===== config.mk =====
export PLATFORM = sky130hd
export DESIGN_NAME = lab5_mcore_mem_req_arbiter_flat
export DESIGN_NICKNAME = d
export VERILOG_FILES = /design/src/rtl/lab5_mcore_mem_req_arbiter_if.sv /design/src/rtl/lab5_mcore_mem_req_arbiter.sv /design/src/flat_wrapper.sv
export SDC_FILE = /design/constraint.sdc
export NUM_CORES = 1
export LEC_CHECK = 0
export CAP_MARGIN = 20
export CORE_AREA = 5 5 127 129
export CTS_BUF_LIST = sky130_fd_sc_hd__clkbuf_4 sky130_fd_sc_hd__clkbuf_8
export CTS_CLUSTER_SIZE = 12
export DETAILED_ROUTE_END_ITERATION = 10
export DIE_AREA = 0 0 132 134
export GPL_ROUTABILITY_DRIVEN = 0
export PLACE_DENSITY = 0.63
export SLEW_MARGIN = 20
export SYNTH_ARGS = -nofsm -noshare
export SYNTH_HDL_FRONTEND = slang
export SYNTH_SLANG_ARGS = --single-unit

===== constraint.sdc =====
create_clock -name clk -period 6.5 [get_ports clk]
set_clock_uncertainty 0.05 [all_clocks]
set_input_delay 0.65 -clock clk [delete_from_list [all_inputs] [get_ports clk]]
set_output_delay 0.65 -clock clk [all_outputs]
set_load 0.005 [all_outputs]

===== src/rtl/lab5_mcore_mem_req_arbiter_if.sv =====
// Bus bundle for the memory request arbiter: requester side, memory side and response steering.
// All links are val/rdy: a transfer fires on a cycle where val and rdy are both high; val must hold until fire.
interface lab5_mcore_mem_req_arbiter_if #(
    parameter int p_num_reqs   = 2,
    parameter int p_req_nbits  = 77,
    parameter int p_resp_nbits = 47
);
    logic [p_num_reqs-1:0]             req_val;
    logic [p_num_reqs-1:0]             req_rdy;
    logic [p_num_reqs*p_req_nbits-1:0] req_msg;
    logic                              memreq_val;
    logic                              memreq_rdy;
    logic [p_req_nbits-1:0]            memreq_msg;
    logic                              memresp_val;
    logic                              memresp_rdy;
    logic [p_resp_nbits-1:0]           memresp_msg;
    logic [p_num_reqs-1:0]             resp_val;
    logic [p_num_reqs-1:0]             resp_rdy;
    logic [p_resp_nbits-1:0]           resp_msg;

    modport slave (
        input  req_val, req_msg, memreq_rdy, memresp_val, memresp_msg, resp_rdy,
        output req_rdy, memreq_val, memreq_msg, memresp_rdy, resp_val, resp_msg
    );

    modport master (
        output req_val, req_msg, memreq_rdy, memresp_val, memresp_msg, resp_rdy,
        input  req_rdy, memreq_val, memreq_msg, memresp_rdy, resp_val, resp_msg
    );
endinterface


===== src/rtl/lab5_mcore_mem_req_arbiter.sv =====
// Round-robin arbiter sharing one memory port, with an in-order ID FIFO steering responses back.
// LAB5_MCORE_ARB_FIXED_PRIO_EN selects fixed lowest-index priority; LAB5_MCORE_ARB_CHECK_EN enables the empty-response check.
module lab5_mcore_mem_req_arbiter #(
    parameter int p_num_reqs   = 2,
    parameter int p_req_nbits  = 77,
    parameter int p_resp_nbits = 47,
    parameter int p_max_outst  = 4
) (
    input logic clk,
    input logic reset,
    lab5_mcore_mem_req_arbiter_if.slave bus
);
    localparam int id_w  = (p_num_reqs > 1) ? $clog2(p_num_reqs) : 1;
    localparam int ptr_w = $clog2(p_max_outst);
    localparam int cnt_w = ptr_w + 1;

    logic [id_w-1:0]  winner;
    logic [id_w-1:0]  head_id;
    logic [id_w-1:0]  fifo_ids [p_max_outst];
    logic [ptr_w-1:0] head;
    logic [ptr_w-1:0] tail;
    logic [cnt_w-1:0] count;
    logic             any_req;
    logic             empty;
    logic             full_blocked;
    logic             push_fire;
    logic             pop_fire;

`ifdef LAB5_MCORE_ARB_FIXED_PRIO_EN
    always_comb begin
        winner = '0;
        for (int k = p_num_reqs - 1; k >= 0; k--) begin
            if (bus.req_val[k]) winner = id_w'(k);
        end
    end
`else
    logic [id_w-1:0] prio;
    logic            found;
    int              idx;

    // Scan starts at the priority pointer and wraps, so the last winner goes to the back.
    always_comb begin
        winner = '0;
        found  = 1'b0;
        idx    = 0;
        for (int k = 0; k < p_num_reqs; k++) begin
            idx = int'(prio) + k;
            if (idx >= p_num_reqs) idx = idx - p_num_reqs;
            if (!found && bus.req_val[idx]) begin
                found  = 1'b1;
                winner = id_w'(idx);
            end
        end
    end

    always_ff @(posedge clk or posedge reset) begin
        if (reset) begin
            prio <= '0;
        end else if (push_fire) begin
            prio <= (winner == id_w'(p_num_reqs - 1)) ? '0 : winner + id_w'(1);
        end
    end
`endif

    assign any_req      = |bus.req_val;
    assign empty        = (count == '0);
    assign head_id      = fifo_ids[head];
    assign pop_fire     = bus.memresp_val & bus.memresp_rdy;
    // A response leaving this cycle frees the slot the new request needs.
    assign full_blocked = (count == cnt_w'(p_max_outst)) & ~pop_fire;
    assign push_fire    = bus.memreq_val & bus.memreq_rdy;

    assign bus.memreq_val  = any_req & ~full_blocked & ~reset;
    assign bus.memreq_msg  = any_req ? bus.req_msg[winner*p_req_nbits +: p_req_nbits] : '0;
    assign bus.memresp_rdy = bus.resp_rdy[head_id] & ~empty;
    assign bus.resp_msg    = bus.memresp_msg;

    always_comb begin
        bus.req_rdy = '0;
        if (any_req && bus.memreq_rdy && !full_blocked && !reset) bus.req_rdy[winner] = 1'b1;
    end

    always_comb begin
        bus.resp_val = '0;
        if (bus.memresp_val && !empty) bus.resp_val[head_id] = 1'b1;
    end

    always_ff @(posedge clk) begin
        if (push_fire) fifo_ids[tail] <= winner;
    end

    always_ff @(posedge clk or posedge reset) begin
        if (reset) begin
            head  <= '0;
            tail  <= '0;
            count <= '0;
        end else begin
            if (push_fire) tail <= tail + ptr_w'(1);
            if (pop_fire)  head <= head + ptr_w'(1);
            case ({push_fire, pop_fire})
                2'b10:   count <= count + cnt_w'(1);
                2'b01:   count <= count - cnt_w'(1);
                default: count <= count;
            endcase
        end
    end

`ifdef LAB5_MCORE_ARB_CHECK_EN
    assert property (@(posedge clk) disable iff (reset) !(bus.memresp_val && empty))
        else $error("memory response arrived with no request in flight");
`endif
endmodule


===== src/flat_wrapper.sv =====
// flat-port wrapper written by rule: the top's interface ports become plain ports
module lab5_mcore_mem_req_arbiter_flat 
#(
    parameter int p_num_reqs   = 2,
    parameter int p_req_nbits  = 77,
    parameter int p_resp_nbits = 47,
    parameter int p_max_outst  = 4
)
  (clk, reset, bus_req_val, bus_req_msg, bus_memreq_rdy, bus_memresp_val, bus_memresp_msg, bus_resp_rdy, bus_req_rdy, bus_memreq_val, bus_memreq_msg, bus_memresp_rdy, bus_resp_val, bus_resp_msg);
  lab5_mcore_mem_req_arbiter_if #(.p_num_reqs(p_num_reqs), .p_req_nbits(p_req_nbits), .p_resp_nbits(p_resp_nbits)) bus_i ();
  input logic clk;
  input logic reset;
  input wire logic [$bits(bus_i.req_val)-1:0] bus_req_val;
  input wire logic [$bits(bus_i.req_msg)-1:0] bus_req_msg;
  input wire logic [$bits(bus_i.memreq_rdy)-1:0] bus_memreq_rdy;
  input wire logic [$bits(bus_i.memresp_val)-1:0] bus_memresp_val;
  input wire logic [$bits(bus_i.memresp_msg)-1:0] bus_memresp_msg;
  input wire logic [$bits(bus_i.resp_rdy)-1:0] bus_resp_rdy;
  output wire logic [$bits(bus_i.req_rdy)-1:0] bus_req_rdy;
  output wire logic [$bits(bus_i.memreq_val)-1:0] bus_memreq_val;
  output wire logic [$bits(bus_i.memreq_msg)-1:0] bus_memreq_msg;
  output wire logic [$bits(bus_i.memresp_rdy)-1:0] bus_memresp_rdy;
  output wire logic [$bits(bus_i.resp_val)-1:0] bus_resp_val;
  output wire logic [$bits(bus_i.resp_msg)-1:0] bus_resp_msg;
  assign bus_i.req_val = bus_req_val;
  assign bus_i.req_msg = bus_req_msg;
  assign bus_i.memreq_rdy = bus_memreq_rdy;
  assign bus_i.memresp_val = bus_memresp_val;
  assign bus_i.memresp_msg = bus_memresp_msg;
  assign bus_i.resp_rdy = bus_resp_rdy;
  assign bus_req_rdy = bus_i.req_rdy;
  assign bus_memreq_val = bus_i.memreq_val;
  assign bus_memreq_msg = bus_i.memreq_msg;
  assign bus_memresp_rdy = bus_i.memresp_rdy;
  assign bus_resp_val = bus_i.resp_val;
  assign bus_resp_msg = bus_i.resp_msg;
  lab5_mcore_mem_req_arbiter #(.p_num_reqs(p_num_reqs), .p_req_nbits(p_req_nbits), .p_resp_nbits(p_resp_nbits), .p_max_outst(p_max_outst)) u_core (.clk(clk), .reset(reset), .bus(bus_i));
endmodule

==> metrics.txt <==
vias per cell 4.03; first-pass GRT wire length 14.8 mm; Post-DRT Antenna Nets 0; most area-hungry cell type in the Yosys netlist nand2_1; # DRC 0; metal3 WL 1.24 mm; total length of routed wires 9.97 mm; syn_area_per_cell 5.86 µm²; Max VDD drop 0.0787 mV; initial antenna violation count 0; drt first pass iters 5; internal power 0.478 mW; Power per Cell Area 170 nW/µm²; Switching Fraction 0.368; PnR worst setup slack 2820 ps; top-count cell post-synth nand2_1; yosys warns 0; final critical-path share of the clock period 0.566; H-tree levels 1; HPWL Detailed 8.14 mm; pre-CTS setup slack 2780 ps; FMAX 0.272 GHz; worst path required time 5800 ps; nets 762; Wirelength per Cell 13.6 µm; Cell Chain, Critical Path clkdlybuf4s50_1 -> o21ai_4 -> inv_2 -> buf_4 -> nand2_1 -> nand2_1 -> clkdlybuf4s50_1; Unique masters post-synth 28; Highest Signal Layer met4; Total Routing Usage GR 0.0997; area growth from synthesis to layout 108%; Setup-failing EPs final 0; minimum clock period 3680 ps; met1 wire length 3.87 mm; root buf cell clkbuf_8; Worst-Skew Late Latency 240 ps; Post-synth EDFFs 4; Slew headroom 0.387; Syn Nets 581; max-cap viol count 0; Hold Buf Count CTS 0; Congestion Overflow GR 0; Die Ht 134 µm; core region area 14900 µm²; clock sinks 12; initial drt markers 83; CP Capture Type output port; vias in the first global route 2928; Initial Util 0.144; clock share of power 0.088; crit path kind primary input to output port; proportion of synthesized chip area in sequential cells 0.149; startpoint types primary input; status finished, final reports clean; Fin. Hold Viols 0; RSZ-0062 raised after global routing false; Worst-path clk slew 50 ps; CTS tree built; maximum buffer depth of the clock tree 2; synth top area cells nand2_1 (27%), nand3_1 (18%), buf_4 (16%); FP Rows 45; leakage power 1.97 nW; Synth async-reset ratio 0.667; Max Slew Vio Count 0; # diodes 0; HP Class register to register; DR WL met2 4.65 mm; most common flop cell mapped by yosys dfrtp_1; crit path max fanout 55; PortBufs 244; vias after detailed routing 2957; layout cells sized above 1 0.0256; top post-synthesis cells by count nand2_1 (155), nand3_1 (77), buf_4 (47); combinational power share 0.727; Post-Syn Area 2150 µm²; CP max stage delay 670 ps; Die Area 17700 µm²; largest net degree at the start of global routing 80; Syn Inst Count 366; #FFs+latches synth 12; die width 132 µm; CTS-repair resized insts 0; Seq pwr share 0.184; # Post-CTS Setup Buffers 0; CP max stage cell inv_2; number of buffers created by CTS 3; Arrival @ worst endpoint 2980 ps; Setup TNS 0 ps; Switch Pwr 0.279 mW; top cell type's share of synthesized area 0.271; Fillers 1637; Ports 339; Worst Tran Pin Value 919 ps
-- registers in the layout, indices dropped and copies added, names as in the netlist --
register,cells
u_core.fifo_ids,4
u_core.tail,2
u_core.head,2
u_core.prio,1
u_core.count,3
-- metal layers --
metal,vias to the layer above,track usage
met1,1264,0.111
met2,197,0.175
met5,-,0
met3,16,0.0443
li1,1480,-
met4,0,0.0223
-- critical path: cells and delay by family --
family,cells,cell delay (ps)
buffers and inverters,4,2070
AND/OR/NAND/NOR,2,160
AO/OA/AOI/OAI,1,80
-- worst paths after layout --
path / startpoint / to / slack [ps] / cells past startpoint
max in group asynchronous: reset / u_core.head[0] / 5470 / 2
setup reg to reg: u_core.head[0] / u_core.count[2] / 3820 / 10
hold / removal: u_core.head[1] / u_core.head[1] / 440 / 1
setup / recovery: bus_req_val[1] / bus_memreq_msg[45] / 2820 / 7
hold reg to reg: u_core.head[1] / u_core.head[1] / 440 / 1
min in group asynchronous: reset / u_core.head[1] / 660 / 2
-- kinds of logic after synthesis --
family                     Yosys count  synth area share
AOI/OAI and AO/OA                    6            0.0292
xor gates and xnor gates             6            0.0245
adders and majority gates            6            0.0385
buffers and inverters               83             0.230
DFF                                 12             0.149
muxes                                5            0.0373
and+or+nand+nor                    248             0.492
-- through the flow --
stage | util | instances | hold WS [ps] | cell area, µm² | power, mW
2_1_floorplan | - | 366 | 400 | 2150 | 0.400
3_3_place_gp | 0.295 | 730 | 429 | 4410 | 0.696
3_5_place_dp | 0.295 | 730 | 436 | 4410 | 0.700
4_1_cts | 0.298 | 734 | 443 | 4450 | 0.771
5_1_grt | 0.298 | 734 | 467 | 4450 | 0.825
6_report | 0.298 | 734 | 435 | 4450 | 0.757
-- cells in the final DEF (no fill, tap or decap), drive strengths merged --
cell,netlist,final
o2bb2ai,1,1
clkdlybuf4s50,0,243
mux4,1,1
nand2,155,155
nor3,1,1
mux2i,3,3
xor2,3,3
fa,1,1
and2,7,7
nand2b,2,2
o21bai,1,1
o21ai,1,1
clkbuf,21,3
ha,5,5
buf,51,5
dfrtp,8,8
a21oi,1,1
xnor2,3,3
nor2,5,5
mux2,1,1
clkinv,0,1
edfxtp,4,4
o2111ai,1,1
inv,11,11
nor3b,1,1
o31a,1,1
nand3,77,77
-- power groups by stage --
stage / Clock (mW) / Sequential, mW / Combinational [mW]
after floorplan: 0 / 0.131 / 0.268
after global placement: 0 / 0.139 / 0.557
after detailed placement: 0 / 0.142 / 0.558
after CTS: 0.0694 / 0.140 / 0.561
after global routing: 0.0741 / 0.147 / 0.604
final: 0.0669 / 0.139 / 0.551
-- layout make-up --
| cell class | count | area, µm² | area share |
|---|---|---|---|
| Clock buffer | 3 | 41.3 | 0.00927 |
| Clock inverter | 1 | 3.75 | 0.000843 |
| Inverter | 11 | 41.3 | 0.00927 |
| Multi-Input combinational cell | 271 | 1340 | 0.302 |
| Sequential cell | 12 | 320 | 0.0719 |
| Tap cell | 188 | 235 | 0.0528 |
| Timing Repair Buffer | 248 | 2470 | 0.554 |
No activity file was read; power rests on OpenSTA's default activity.
